==> src/rtl/freq_meter_if.sv <==
// Signal bundle for the period/high-time meter.
// The master drives the enable and the waveform being measured and reads back
// the results. The slave is the meter itself.
interface freq_meter_if #(
  parameter int CNT_W = 27
);
  logic             en;
  logic             sig_in;
  logic [CNT_W-1:0] period_o;
  logic [CNT_W-1:0] high_o;
  logic             valid_o;
  logic             stalled_o;

  modport master (
    output en,
    output sig_in,
    input  period_o,
    input  high_o,
    input  valid_o,
    input  stalled_o
  );

  modport slave (
    input  en,
    input  sig_in,
    output period_o,
    output high_o,
    output valid_o,
    output stalled_o
  );
endinterface

==> src/rtl/freq_meter.sv <==
// Period and high-time meter for a slow free-running square wave.
// sig_in is synchronised into the clk domain. The block counts clk cycles
// between rising edges, and from a rising edge to the following falling edge.
// Each completed period is reported with a one-cycle valid pulse. If no rising
// edge arrives within TIMEOUT cycles, the input is flagged as stalled and the
// meter falls back to waiting for a fresh reference edge.
module freq_meter #(
  parameter int CNT_W   = 27,
  parameter int TIMEOUT = 100000000
) (
  input logic         clk,
  input logic         rst_p,
  freq_meter_if.slave bus
);

  // Timeout threshold at counter width. TIMEOUT must lie in [2, 2^CNT_W).
  localparam logic [CNT_W-1:0] TMO = CNT_W'(TIMEOUT);

  typedef enum logic {
    ST_IDLE,
    ST_MEASURE
  } state_t;

  // Counter step that stops at the timeout value. Within a period the counter
  // therefore never wraps, even if the timeout compare were missed.
  function automatic logic [CNT_W-1:0] cnt_inc(input logic [CNT_W-1:0] c);
    logic [CNT_W-1:0] r;
    if (c >= TMO) r = TMO;
    else          r = c + CNT_W'(1);
    return r;
  endfunction

  state_t           state;
  logic             sync1;
  logic             sync2;
  logic             prev;
  logic [CNT_W-1:0] cnt;
  logic [CNT_W-1:0] hi_sh;
  logic [CNT_W-1:0] period_r;
  logic [CNT_W-1:0] high_r;
  logic             valid_r;
  logic             stalled_r;
  logic             rise;
  logic             fall;

  // Edge detect on the synchronised copy. prev is only the one-cycle-old value.
  assign rise = sync2 & ~prev;
  assign fall = ~sync2 & prev;

  // Synchroniser, period counter, high-time shadow, state and registered results.
  always_ff @(posedge clk) begin
    if (rst_p) begin
      sync1     <= 1'b0;
      sync2     <= 1'b0;
      prev      <= 1'b0;
      cnt       <= '0;
      hi_sh     <= '0;
      period_r  <= '0;
      high_r    <= '0;
      valid_r   <= 1'b0;
      stalled_r <= 1'b0;
      state     <= ST_IDLE;
    end else begin
      // The synchroniser keeps running while en is low. A level already high
      // when en returns is then not mistaken for a fresh edge.
      sync1   <= bus.sig_in;
      sync2   <= sync1;
      prev    <= sync2;
      valid_r <= 1'b0;

      if (!bus.en) begin
        // Disabled: drop any partial measurement and keep the last results.
        state <= ST_IDLE;
        cnt   <= '0;
      end else begin
        unique case (state)
          ST_IDLE: begin
            // The first rise only starts a period. It has nothing to report.
            if (rise) begin
              state <= ST_MEASURE;
              cnt   <= CNT_W'(1);
            end else begin
              cnt <= '0;
            end
          end

          ST_MEASURE: begin
            // The falling edge captures the high time of the current period.
            if (fall) hi_sh <= cnt;

            if (rise) begin
              // A rise takes priority over a coincident timeout. A period of
              // exactly TIMEOUT cycles is therefore still reported.
              period_r  <= cnt;
              high_r    <= hi_sh;
              valid_r   <= 1'b1;
              stalled_r <= 1'b0;
              cnt       <= CNT_W'(1);
            end else if (cnt == TMO) begin
              // Input has stopped toggling. Keep the last results and re-arm.
              state     <= ST_IDLE;
              stalled_r <= 1'b1;
              cnt       <= '0;
            end else begin
              cnt <= cnt_inc(cnt);
            end
          end

          default: begin
            state <= ST_IDLE;
            cnt   <= '0;
          end
        endcase
      end
    end
  end

  assign bus.period_o  = period_r;
  assign bus.high_o    = high_r;
  assign bus.valid_o   = valid_r;
  assign bus.stalled_o = stalled_r;

endmodule
==> src/flat_wrapper.sv <==
// flat-port wrapper written by rule: the top's interface ports become plain ports
module freq_meter_flat 
#(
  parameter int CNT_W   = 27,
  parameter int TIMEOUT = 100000000
)
  (clk, rst_p, bus_en, bus_sig_in, bus_period_o, bus_high_o, bus_valid_o, bus_stalled_o);
  freq_meter_if #(.CNT_W(CNT_W)) bus_i ();
  input logic clk;
  input logic rst_p;
  input wire logic [$bits(bus_i.en)-1:0] bus_en;
  input wire logic [$bits(bus_i.sig_in)-1:0] bus_sig_in;
  output wire logic [$bits(bus_i.period_o)-1:0] bus_period_o;
  output wire logic [$bits(bus_i.high_o)-1:0] bus_high_o;
  output wire logic [$bits(bus_i.valid_o)-1:0] bus_valid_o;
  output wire logic [$bits(bus_i.stalled_o)-1:0] bus_stalled_o;
  assign bus_i.en = bus_en;
  assign bus_i.sig_in = bus_sig_in;
  assign bus_period_o = bus_i.period_o;
  assign bus_high_o = bus_i.high_o;
  assign bus_valid_o = bus_i.valid_o;
  assign bus_stalled_o = bus_i.stalled_o;
  freq_meter #(.CNT_W(CNT_W), .TIMEOUT(TIMEOUT)) u_core (.clk(clk), .rst_p(rst_p), .bus(bus_i));
endmodule
==> config.mk <==
export PLATFORM = sky130hd
export DESIGN_NAME = freq_meter_flat
export DESIGN_NICKNAME = d
export VERILOG_FILES = /design/src/rtl/freq_meter_if.sv /design/src/rtl/freq_meter.sv /design/src/flat_wrapper.sv
export SDC_FILE = /design/constraint.sdc
export NUM_CORES = 1
export LEC_CHECK = 0
export ABC_AREA = 1
export BUFFER_PORTS_ARGS = -buffer_cell sky130_fd_sc_hd__buf_2
export CORE_ASPECT_RATIO = 2
export CORE_UTILIZATION = 45
export CTS_CLUSTER_DIAMETER = 100
export DETAILED_ROUTE_END_ITERATION = 16
export PLACE_DENSITY = 0.72
export SYNTH_ARGS = -nofsm -noshare
export SYNTH_HDL_FRONTEND = slang
export SYNTH_SLANG_ARGS = --single-unit
==> constraint.sdc <==
create_clock -name clk -period 1.8 [get_ports clk]
set_clock_uncertainty 0.1 [all_clocks]
set_input_delay 0.18 -clock clk [delete_from_list [all_inputs] [get_ports clk]]
set_output_delay 0.18 -clock clk [all_outputs]
set_load 0.005 [all_outputs]
* After elaboration in Yosys (flattened, before gate mapping) *
Cells that the tools add are included.

storage, ports and cells
  bits in registers = 114
  output and inout bits = 56
  word-level logic and storage cells = 36
  bits of input ports = 4

cells by class
  reductions and logical operators = 6
  muxes and demuxes = 11
  order comparisons = 1
  add/sub/neg operators = 1
  eq/ne operators = 1
  bitwise gates (word level) = 6

operator list
  cell                                                              number
  27-bit 2-to-1 mux                                                 3
  27-bit case mux with 2 select lines                               1
  27-bit by 1-bit adder with 27-bit output (second input constant)  1
  27-bit == test (second input constant)                            1
  27-bit greater-or-equal comparator (second input constant)        1
  3-bit AND reduction                                               3
  1-bit 2-to-1 mux                                                  6
  1-bit NOT                                                         4
  3-bit OR reduction                                                1
  1-bit bitwise AND                                                 2
  1-bit case mux with 2 select lines                                1
  2-bit nonzero test                                                1
  2-bit OR reduction                                                1

* Longest topological paths before layout *
Gate-level depths: netlist (run 1).

  word-level depth = 5
  mapped depth = 11
  depth with buffers taken out = 11

* Least setup slack after synthesis (run 1) *
Ideal clock, no wire load.

  path kind = reg-to-reg
  start point = register u_core.cnt[0]
  end point = register u_core.cnt[14]
  clock period less this slack = 1.435 ns
  arrival = 1.222 ns
  stages on the path, launching flop included = 8
  buffers on the path = 0
  path slack = 0.365 ns
  library setup time = 0.112 ns
  cells stage by stage = dfxtp_1 > ha_1 > nand3_2 > nor2_4 > nand3_1 > xor2_1 > nor2_1 > nor2_2

on the way
  word-level cells in the longest chain between the ends = 5
  elaborated cells between the ends (all ways) = 7
  classes of those cells = add/sub: 1; order compare: 1; eq/ne: 1; mux: 4

ends and longest elaborated chain
  what                                                                                            RTL line                            RTL
  from (decl)                                                                                     freq_meter.sv:37                    logic [CNT_W-1:0] cnt;
  from (signal assigned)                                                                          freq_meter.sv:105                   cnt <= cnt_inc(cnt);
  27-bit by 1-bit adder with 27-bit output or 27-bit greater-or-equal comparator (tied branches)  freq_meter.sv:29, freq_meter.sv:28
  27-bit 2-to-1 mux                                                                               freq_meter.sv:28                    if (c >= TMO) r = TMO;
  27-bit 2-to-1 mux (*)                                                                           freq_meter.sv:99                    end else if (cnt == TMO) begin
  27-bit 2-to-1 mux (*)                                                                           freq_meter.sv:91                    if (rise) begin
  27-bit case mux with 2 select lines (*)                                                         freq_meter.sv:76                    unique case (state)

Every way passes the cells marked *; elsewhere a longest branch is shown, timed or not.
A chain may end at the register's enable or synchronous reset.

* Worst setup path in the final report (run 1) *
  start point = register u_core.cnt[13]
  end point = register u_core.cnt[23]

Same word-level chain as after synthesis.

==> results of run 1 <==
## kinds of logic after synthesis
| logic type | count (synthesis) |
|---|---|
| fa+ha+maj | 2 |
| flops | 114 |
| buf+inv | 83 |
| simple gates | 314 |
| xor+xnor | 6 |
| compound gates | 99 |
## critical path: stages, from the launching register on
cell and delay, ns:
dfxtp_1 0.43, inv_1 0.13, nor2_1 0.12, nand4_1 0.17, nor2_1 0.17, nand2_1 0.12, nand2_2 0.13, buf_4 0.17
nor2_1 0.05
## power by group
part	total (mW)	switching [mW]	leakage [nW]	internal (mW)
Combinational	0.0635	0.0446	1.21	0.0189
Sequential	2.53	0.00253	0.921	2.53
Clock	3.21	1.18	0.276	2.03
## layer usage
metal	track usage	vias up	share of wire
li1	-	2129	-
met5	0	-	0
met3	0.0386	38	0.024
met2	0.437	106	0.53
met1	0.260	1969	0.39
met4	0.173	0	0.058
## worst max-delay path by stage
stage | from | to | slack, ns
CTS | u_core.cnt[23] | u_core.cnt[23] | 0.02
global placement | u_core.cnt[20] | u_core.cnt[16] | -0.13
detailed placement | u_core.cnt[20] | u_core.cnt[13] | -0.07
floorplan | u_core.cnt[0] | u_core.cnt[14] | 0.37
finish | u_core.cnt[13] | u_core.cnt[23] | 0.10
global route | u_core.cnt[9] | u_core.cnt[22] | 0.02
## metrics by stage
step | TNS [ns] | instances
2_1_floorplan | 0 | 618
3_3_place_gp | -1.34 | 798
3_5_place_dp | -0.663 | 798
4_1_cts | 0 | 833
5_1_grt | 0 | 835
6_report | 0 | 835
## sequential cells by signal (all words and copies together), names as in the netlist
register	flops
u_core.bus.period_o	27
u_core.bus.stalled_o	1
u_core.sync1	1
u_core.hi_sh	27
u_core.bus.valid_o	1
u_core.state	1
u_core.bus.high_o	27
u_core.cnt	27
u_core.prev	1
u_core.sync2	1
## Yosys cell counts, drive strengths merged
| master | count | area share |
|---|---|---|
| nand2 | 144 | 0.12 |
| dfxtp | 114 | 0.49 |
| nor2 | 83 | 0.082 |
| nand3 | 78 | 0.088 |
| o21ai | 62 | 0.066 |
| inv | 55 | 0.044 |
| a21oi | 36 | 0.043 |
| buf | 14 | 0.019 |
| clkbuf | 14 | 0.011 |
| nand4 | 8 | 0.014 |
| xor2 | 5 | 0.0094 |
| ha | 2 | 0.0054 |
| a21boi | 1 | 0.0040 |
| nor3 | 1 | 0.0021 |
| xnor2 | 1 | 0.0019 |
## cell type report
cell class,instances,area (um2)
tap,135,169
sequential,114,2290
multi-input combinational,421,2050
timing repair buffer,78,483
clock inverter,14,139
fill,952,4310
inverter,55,206
clock buffer,18,429
## what timing repair did
item | CTS | global route
resized for setup | 3 | 9
setup buffers | 0 | 2
endpoints found under the setup margin | 11 | 12
hold endpoints to repair | 3 | 0
pin swaps | 0 | 1
hold buffers | 3 | 0
==> results.sh, run 1 <==
export IMPL_maxCapViolations=0
export IMPL_powerDensity_nw_per_um2=1010
export IMPL_yosys_cell_types_count=26
export IMPL_die_h_um=146
export IMPL_hp_class="input pin to flip-flop"
export IMPL_first_pass_iters=4
export IMPL_synth_seq_cells=114
export IMPL_tritoncts="built"
export IMPL_drive_above_1_share=0.237
export IMPL_cp_data_required_time_ns=2.00
export IMPL_postRouteAntennaNets=0
export IMPL_place_ws_ns=-0.0689
export IMPL_ir_drop_mv=0.649
export IMPL_slew_violations=0
export IMPL_cts_inserted_buffers=17
export IMPL_design_core_area_um2=10100
export IMPL_fin_ws_ns=0.104
export IMPL_area_growth_pct=23.5
export IMPL_r2r_end="u_core.cnt[23]"
export IMPL_post_route_min_period_ns=1.70
export IMPL_num_vias=4242
export IMPL_syn_inst=618
export IMPL_synth_compound_area_frac=0.113
export IMPL_grt_overflow=0
export IMPL_synth_area_um2=4670
export IMPL_crit_arrival_ns=1.89
export IMPL_min_delay_start="bus_en"
export IMPL_fmax_mhz=590
export IMPL_clk_latency_ns=0.41
export IMPL_cts_max_level=4
export IMPL_antenna_found_initial=0
export IMPL_totalPowerFinal_mw=5.80
export IMPL_synthSimpleGateAreaFrac=0.308
export IMPL_hold_path_cell_count=5
export IMPL_path_clk_slew_ns=0.06
export IMPL_hold_viol=0
export IMPL_cts_root_buf="clkbuf_16"
export IMPL_relSlewSlack=0.645
export IMPL_wl_per_cell_um=15.1
export IMPL_setup_viol=0
export IMPL_wl_um=12600
export IMPL_diodes=0
export IMPL_status="finished clean"
export IMPL_grt_start_max_net_pins=83
export IMPL_cp_end_kind="flip-flop"
export IMPL_nets=693
export IMPL_die_width_um=74.1
export IMPL_synth_top_family_by_area="simple AND/OR/NAND/NOR gates"
export IMPL_criticalPathCategory="flip-flop to flip-flop"
export IMPL_io_pins=60
export IMPL_place_area_um2=5140
export IMPL_cp_max_fo=5
export IMPL_drcViolationCount=0
export IMPL_drt_iter0_drc=242
export IMPL_seq_area_frac_synth=0.488
export IMPL_synth_xor_area_frac=0.0112
export IMPL_ff2ff_setup_slack_ns=0.10
export IMPL_final_common_cell="nand2_1"
export IMPL_synth_warning_count=0
export IMPL_r2r_start="u_core.cnt[13]"
export IMPL_clock_path_buffers=2
export IMPL_start_kind="flip-flop"
export IMPL_portBuffers=59
export IMPL_rsz0062_at_grt="no"
export IMPL_p_leak_nw=2.40
export IMPL_synth_fa_ha_area_frac=0.00536
export IMPL_grt_pass1_wl_um=20200
export IMPL_dieArea_um2=10800
export IMPL_whs_ns=0.0757
export IMPL_min_to="u_core.state"
export IMPL_worst_r2r_cell_count=8
export IMPL_clock_sinks=114
export IMPL_finalCritPeriodShare=0.942
export IMPL_grt_use_total=0.250
export IMPL_via_per_inst=5.08
export IMPL_utilization=0.572
export IMPL_num_rows=52
export IMPL_layout_common_cells="133 x nand2_1, 108 x dfxtp_1, 74 x nand3_1"
export IMPL_hpwl_um=9290
export IMPL_synth_fp_nets=624
export IMPL_grt_pass1_vias=4099
export IMPL_syn_area_per_cell_um2=7.56
export IMPL_synthMuxAreaShare=0
export IMPL_tightestPinTransition_ns=0.532
export IMPL_fin_area_um2=5770
export IMPL_start_util=0.463
export IMPL_routabilityCongestion=0.982
No activity file was read; power rests on OpenSTA's default activity.
==> inputs of run 2 (changes only) <==
- CORE_MARGIN: unset -> 5
==> results.sh, run 2 (synthesis results as in run 1) <==
export IMPL_status="finished clean"
export IMPL_postRouteAntennaNets=0
export IMPL_grt_pass1_vias=4207
export IMPL_drive_above_1_share=0.231
export IMPL_ff2ff_setup_slack_ns=0.06
export IMPL_num_rows=52
export IMPL_fill_cells=978
export IMPL_rsz0062_at_grt="yes"
export IMPL_start_kind="flip-flop"
export IMPL_wl_per_cell_um=15.2
export IMPL_io_pins=60
export IMPL_powerDensity_nw_per_um2=1060
export IMPL_crit_arrival_ns=1.94
export IMPL_cp_max_fo=8
export IMPL_antenna_found_initial=0
export IMPL_r2r_end="u_core.cnt[21]"
export IMPL_hp_class="input pin to flip-flop"
export IMPL_first_pass_iters=5
export IMPL_start_util=0.460
export IMPL_slew_violations=0
export IMPL_totalPowerFinal_mw=6.15
export IMPL_path_clk_slew_ns=0.05
export IMPL_hold_viol=0
export IMPL_portBuffers=59
export IMPL_fin_ws_ns=0.0623
export IMPL_post_route_min_period_ns=1.74
export IMPL_cp_end_kind="flip-flop"
export IMPL_post_cts_setup_buffers=0
export IMPL_via_per_inst=5.22
export IMPL_cts_root_buf="clkbuf_16"
export IMPL_cts_max_level=4
export IMPL_tightestPinTransition_ns=0.477
export IMPL_r2r_start="u_core.cnt[1]"
export IMPL_drcViolationCount=0
export IMPL_diodes=0
export IMPL_grt_pass1_wl_um=20400
export IMPL_relSlewSlack=0.682
export IMPL_worst_r2r_cell_count=10
export IMPL_maxCapViolations=0
export IMPL_place_inst=796
export IMPL_final_cells=831
export IMPL_clock_sinks=114
export IMPL_routabilityCongestion=0.974
export IMPL_setup_viol=0
export IMPL_wl_um=12600
export IMPL_tritoncts="built"
export IMPL_hpwl_um=9170
export IMPL_layout_common_cells="132 x nand2_1, 110 x dfxtp_1, 74 x nand3_1"
export IMPL_fmax_mhz=575
export IMPL_finalCritPeriodShare=0.965
export IMPL_final_common_cell="nand2_1"
export IMPL_clock_path_buffers=2
export IMPL_num_vias=4336
export IMPL_die_width_um=82.1
export IMPL_hold_path_cell_count=5
export IMPL_grt_use_total=0.211
export IMPL_p_leak_nw=2.41
export IMPL_grt_start_max_net_pins=83
export IMPL_design_core_area_um2=10100
export IMPL_cts_inserted_buffers=17
export IMPL_ir_drop_mv=0.714
export IMPL_criticalPathCategory="flip-flop to flip-flop"
export IMPL_area_growth_pct=24.6
export IMPL_die_h_um=154
export IMPL_grt_overflow=0
export IMPL_cp_data_required_time_ns=2.00
export IMPL_drt_iter0_drc=191
export IMPL_dieArea_um2=12600
export IMPL_clk_latency_ns=0.41
export IMPL_cp_startpoint="u_core.cnt[1]"
export IMPL_nets=689
export IMPL_place_ws_ns=-0.109
export IMPL_crit_end="u_core.cnt[21]"
==> run 2: worst min-delay path by stage <==
| stage | end | slack [ns] | start |
|---|---|---|---|
| 5_1_grt | u_core.state | 0.08 | bus_en |
| 6_report | u_core.state | 0.07 | bus_en |
| 3_3_place_gp | u_core.sync1 | 0.28 | bus_sig_in |
| 2_1_floorplan | u_core.sync1 | 0.15 | rst_p |
| 4_1_cts | u_core.state | 0.06 | bus_en |
| 3_5_place_dp | u_core.sync2 | 0.30 | u_core.sync1 |
==> run 2: power breakdown <==
part	switching, mW	internal [mW]	total (mW)
sequential	0.00255	2.53	2.53
combinational	0.0444	0.0198	0.0642
clock	1.23	2.33	3.56
total	1.27	4.88	6.15
==> run 2: critical path, stage by stage (launching register included) <==
cell and delay [ns]:
dfxtp_1 0.34, inv_1 0.13, ha_1 0.17, inv_1 0.04, nor2_1 0.10, nand2_1 0.10
nor3_4 0.21, nand2_2 0.12, nand2_4 0.14, buf_12 0.14, nor2_1 0.05
==> run 2: area by class of cell <==
class                      instances  area, um2  area share
clock buffer                      17        425      0.0731
inverter                          55        206      0.0355
tap                              135        169      0.0290
timing repair buffer              74        465      0.0800
multi-input combinational        421       2060       0.354
sequential                       114       2290       0.393
clock inverter                    15        205      0.0353
==> run 2: timing repair <==
item / CTS / global route
pin swaps: 0 / 0
endpoints found under the hold margin: 3 / 0
resized for setup: 3 / 7
hold buffers: 3 / 0
gates cloned: 0 / 0
setup endpoints to repair: 10 / 9
==> run 2: stage by stage <==
stage	hold slack, ns	utilization	TNS (ns)	cell area (um2)
2_1_floorplan	0.151	-	0	4670
3_3_place_gp	0.285	0.506	-0.640	5140
3_5_place_dp	0.299	0.506	-0.863	5140
4_1_cts	0.0600	0.572	0	5810
5_1_grt	0.0823	0.573	-0.0189	5820
6_report	0.0743	0.573	0	5820
==> run 2: metal layers <==
metal,GRT usage,routed length (um),vias up
li1,-,-,2128
met1,0.224,4710,2038
met2,0.365,6750,133
met3,0.0445,563,37
met4,0.127,578,0
met5,0,0,-
==> inputs of run 3 (changes only) <==
- SETUP_SLACK_MARGIN: unset -> 0.3
==> results.sh, run 3 (synthesis results as in run 1) <==
export IMPL_status="finished clean"
export IMPL_routabilityCongestion=0.974
export IMPL_die_h_um=154
export IMPL_diodes=0
export IMPL_wl_met1_um=4910
export IMPL_start_util=0.460
export IMPL_fmax_mhz=625
export IMPL_powerDensity_nw_per_um2=972
export IMPL_grt_overflow=0
export IMPL_post_route_min_period_ns=1.60
export IMPL_grt_use_total=0.219
export IMPL_cp_data_required_time_ns=2.00
export IMPL_design_core_area_um2=10100
export IMPL_fin_area_um2=6330
export IMPL_regArea_um2=2350
export IMPL_wl_per_cell_um=15.9
export IMPL_multi_input_area_um2=2280
export IMPL_postRouteAntennaNets=0
export IMPL_cts_inserted_buffers=17
export IMPL_antenna_found_initial=0
export IMPL_first_pass_iters=5
export IMPL_setup_viol=0
export IMPL_place_area_um2=5140
export IMPL_tightestPinTransition_ns=0.314
export IMPL_clock_sinks=114
export IMPL_num_rows=52
export IMPL_cp_max_fo=8
export IMPL_ir_drop_mv=0.710
export IMPL_utilization=0.624
export IMPL_top_layer_used="met4"
export IMPL_io_pins=60
export IMPL_whs_ns=0.0564
export IMPL_hold_viol=0
export IMPL_portBuffers=59
export IMPL_crit_arrival_ns=1.80
export IMPL_tritoncts="built"
export IMPL_hp_class="input pin to flip-flop"
export IMPL_p_leak_nw=2.61
export IMPL_via_per_inst=5.32
export IMPL_cts_max_level=4
export IMPL_area_growth_pct=35.5
export IMPL_routed_wl_met3_um=604
export IMPL_relSlewSlack=0.791
export IMPL_drcViolationCount=0
export IMPL_num_vias=4571
export IMPL_layout_common_cells="126 x nand2_1, 87 x dfxtp_1, 72 x nand3_1"
export IMPL_path_clk_slew_ns=0.06
export IMPL_clock_path_buffers=2
export IMPL_cts_root_buf="clkbuf_16"
export IMPL_grt_pass1_vias=4344
export IMPL_drive_above_1_share=0.349
export IMPL_hpwl_um=9170
export IMPL_nets=717
export IMPL_dieArea_um2=12600
export IMPL_final_common_cell="nand2_1"
export IMPL_grt_pass1_wl_um=21100
export IMPL_ff2ff_setup_slack_ns=0.20
export IMPL_clk_latency_ns=0.41
export IMPL_drt_iter0_drc=225
export IMPL_start_kind="flip-flop"
export IMPL_wl_met2_um=7270
export IMPL_cp_end_kind="flip-flop"
export IMPL_criticalPathCategory="flip-flop to flip-flop"
export IMPL_rsz0062_at_grt="yes"
export IMPL_wl_um=13600
export IMPL_fill_cells=877
export IMPL_maxCapViolations=0
export IMPL_die_width_um=82.1
export IMPL_grt_start_max_net_pins=83
export IMPL_slew_violations=0
export IMPL_finalCritPeriodShare=0.888
==> run 3: changes by cell type in the layout (fill, tap and decap cells not counted), sizes merged <==
cell   before  now
nand3      78   79
buf        71   98
==> run 3: final timing paths <==
check,from,end,cells past startpoint
max,u_core.cnt[1],u_core.cnt[24],10
min,rst_p,u_core.state,4
max reg2reg,u_core.cnt[1],u_core.cnt[24],10
min reg2reg,u_core.sync1,u_core.sync2,2
==> run 3: timing repair <==
action,4_1_cts,5_1_grt
gates cloned,1,0
hold endpoints to repair,3,0
pin swaps,12,13
setup buffers,12,15
gates resized for setup,39,81
setup endpoints to repair,29,60
hold buffers,3,0
==> run 3: routing by layer <==
| layer | vias to the layer above | track usage |
|---|---|---|
| met4 | 0 | 0.136 |
| met3 | 61 | 0.0474 |
| met1 | 2164 | 0.231 |
| met5 | - | 0 |
| li1 | 2198 | - |
| met2 | 148 | 0.378 |
==> run 3: layout make-up <==
type,instances,share of cell area
Multi-Input combinational cell,422,0.360
Sequential cell,114,0.371
Inverter,55,0.0354
Clock inverter,15,0.0324
Tap cell,135,0.0267
Clock buffer,17,0.0672
Timing Repair Buffer,101,0.107
==> run 3: worst max-delay path, stage by stage (launching register included) <==
cell     delay, ns
dfxtp_4       0.36
inv_4         0.07
ha_4          0.12
inv_2         0.04
nor2_2        0.10
nand2_2       0.08
nor3_4        0.18
nand2_2       0.11
nand2_4       0.13
buf_12        0.16
nor2_4        0.04
==> run 3: metrics by stage <==
stage | std cells | setup TNS [ns] | power, mW | setup slack [ns]
5_1_grt | 859 | 0 | 6.32 | 0.145
6_report | 859 | 0 | 6.15 | 0.201
3_3_place_gp | 796 | -0.640 | 2.64 | -0.0816
3_5_place_dp | 796 | -0.863 | 2.64 | -0.109
2_1_floorplan | 618 | 0 | 2.63 | 0.365
4_1_cts | 844 | 0 | 6.19 | 0.153
==> run 3: where the power goes <==
group          switching, mW  internal, mW  total (mW)
clock network           1.24          2.33        3.57
logic                 0.0473        0.0249      0.0722
registers            0.00312          2.51        2.51
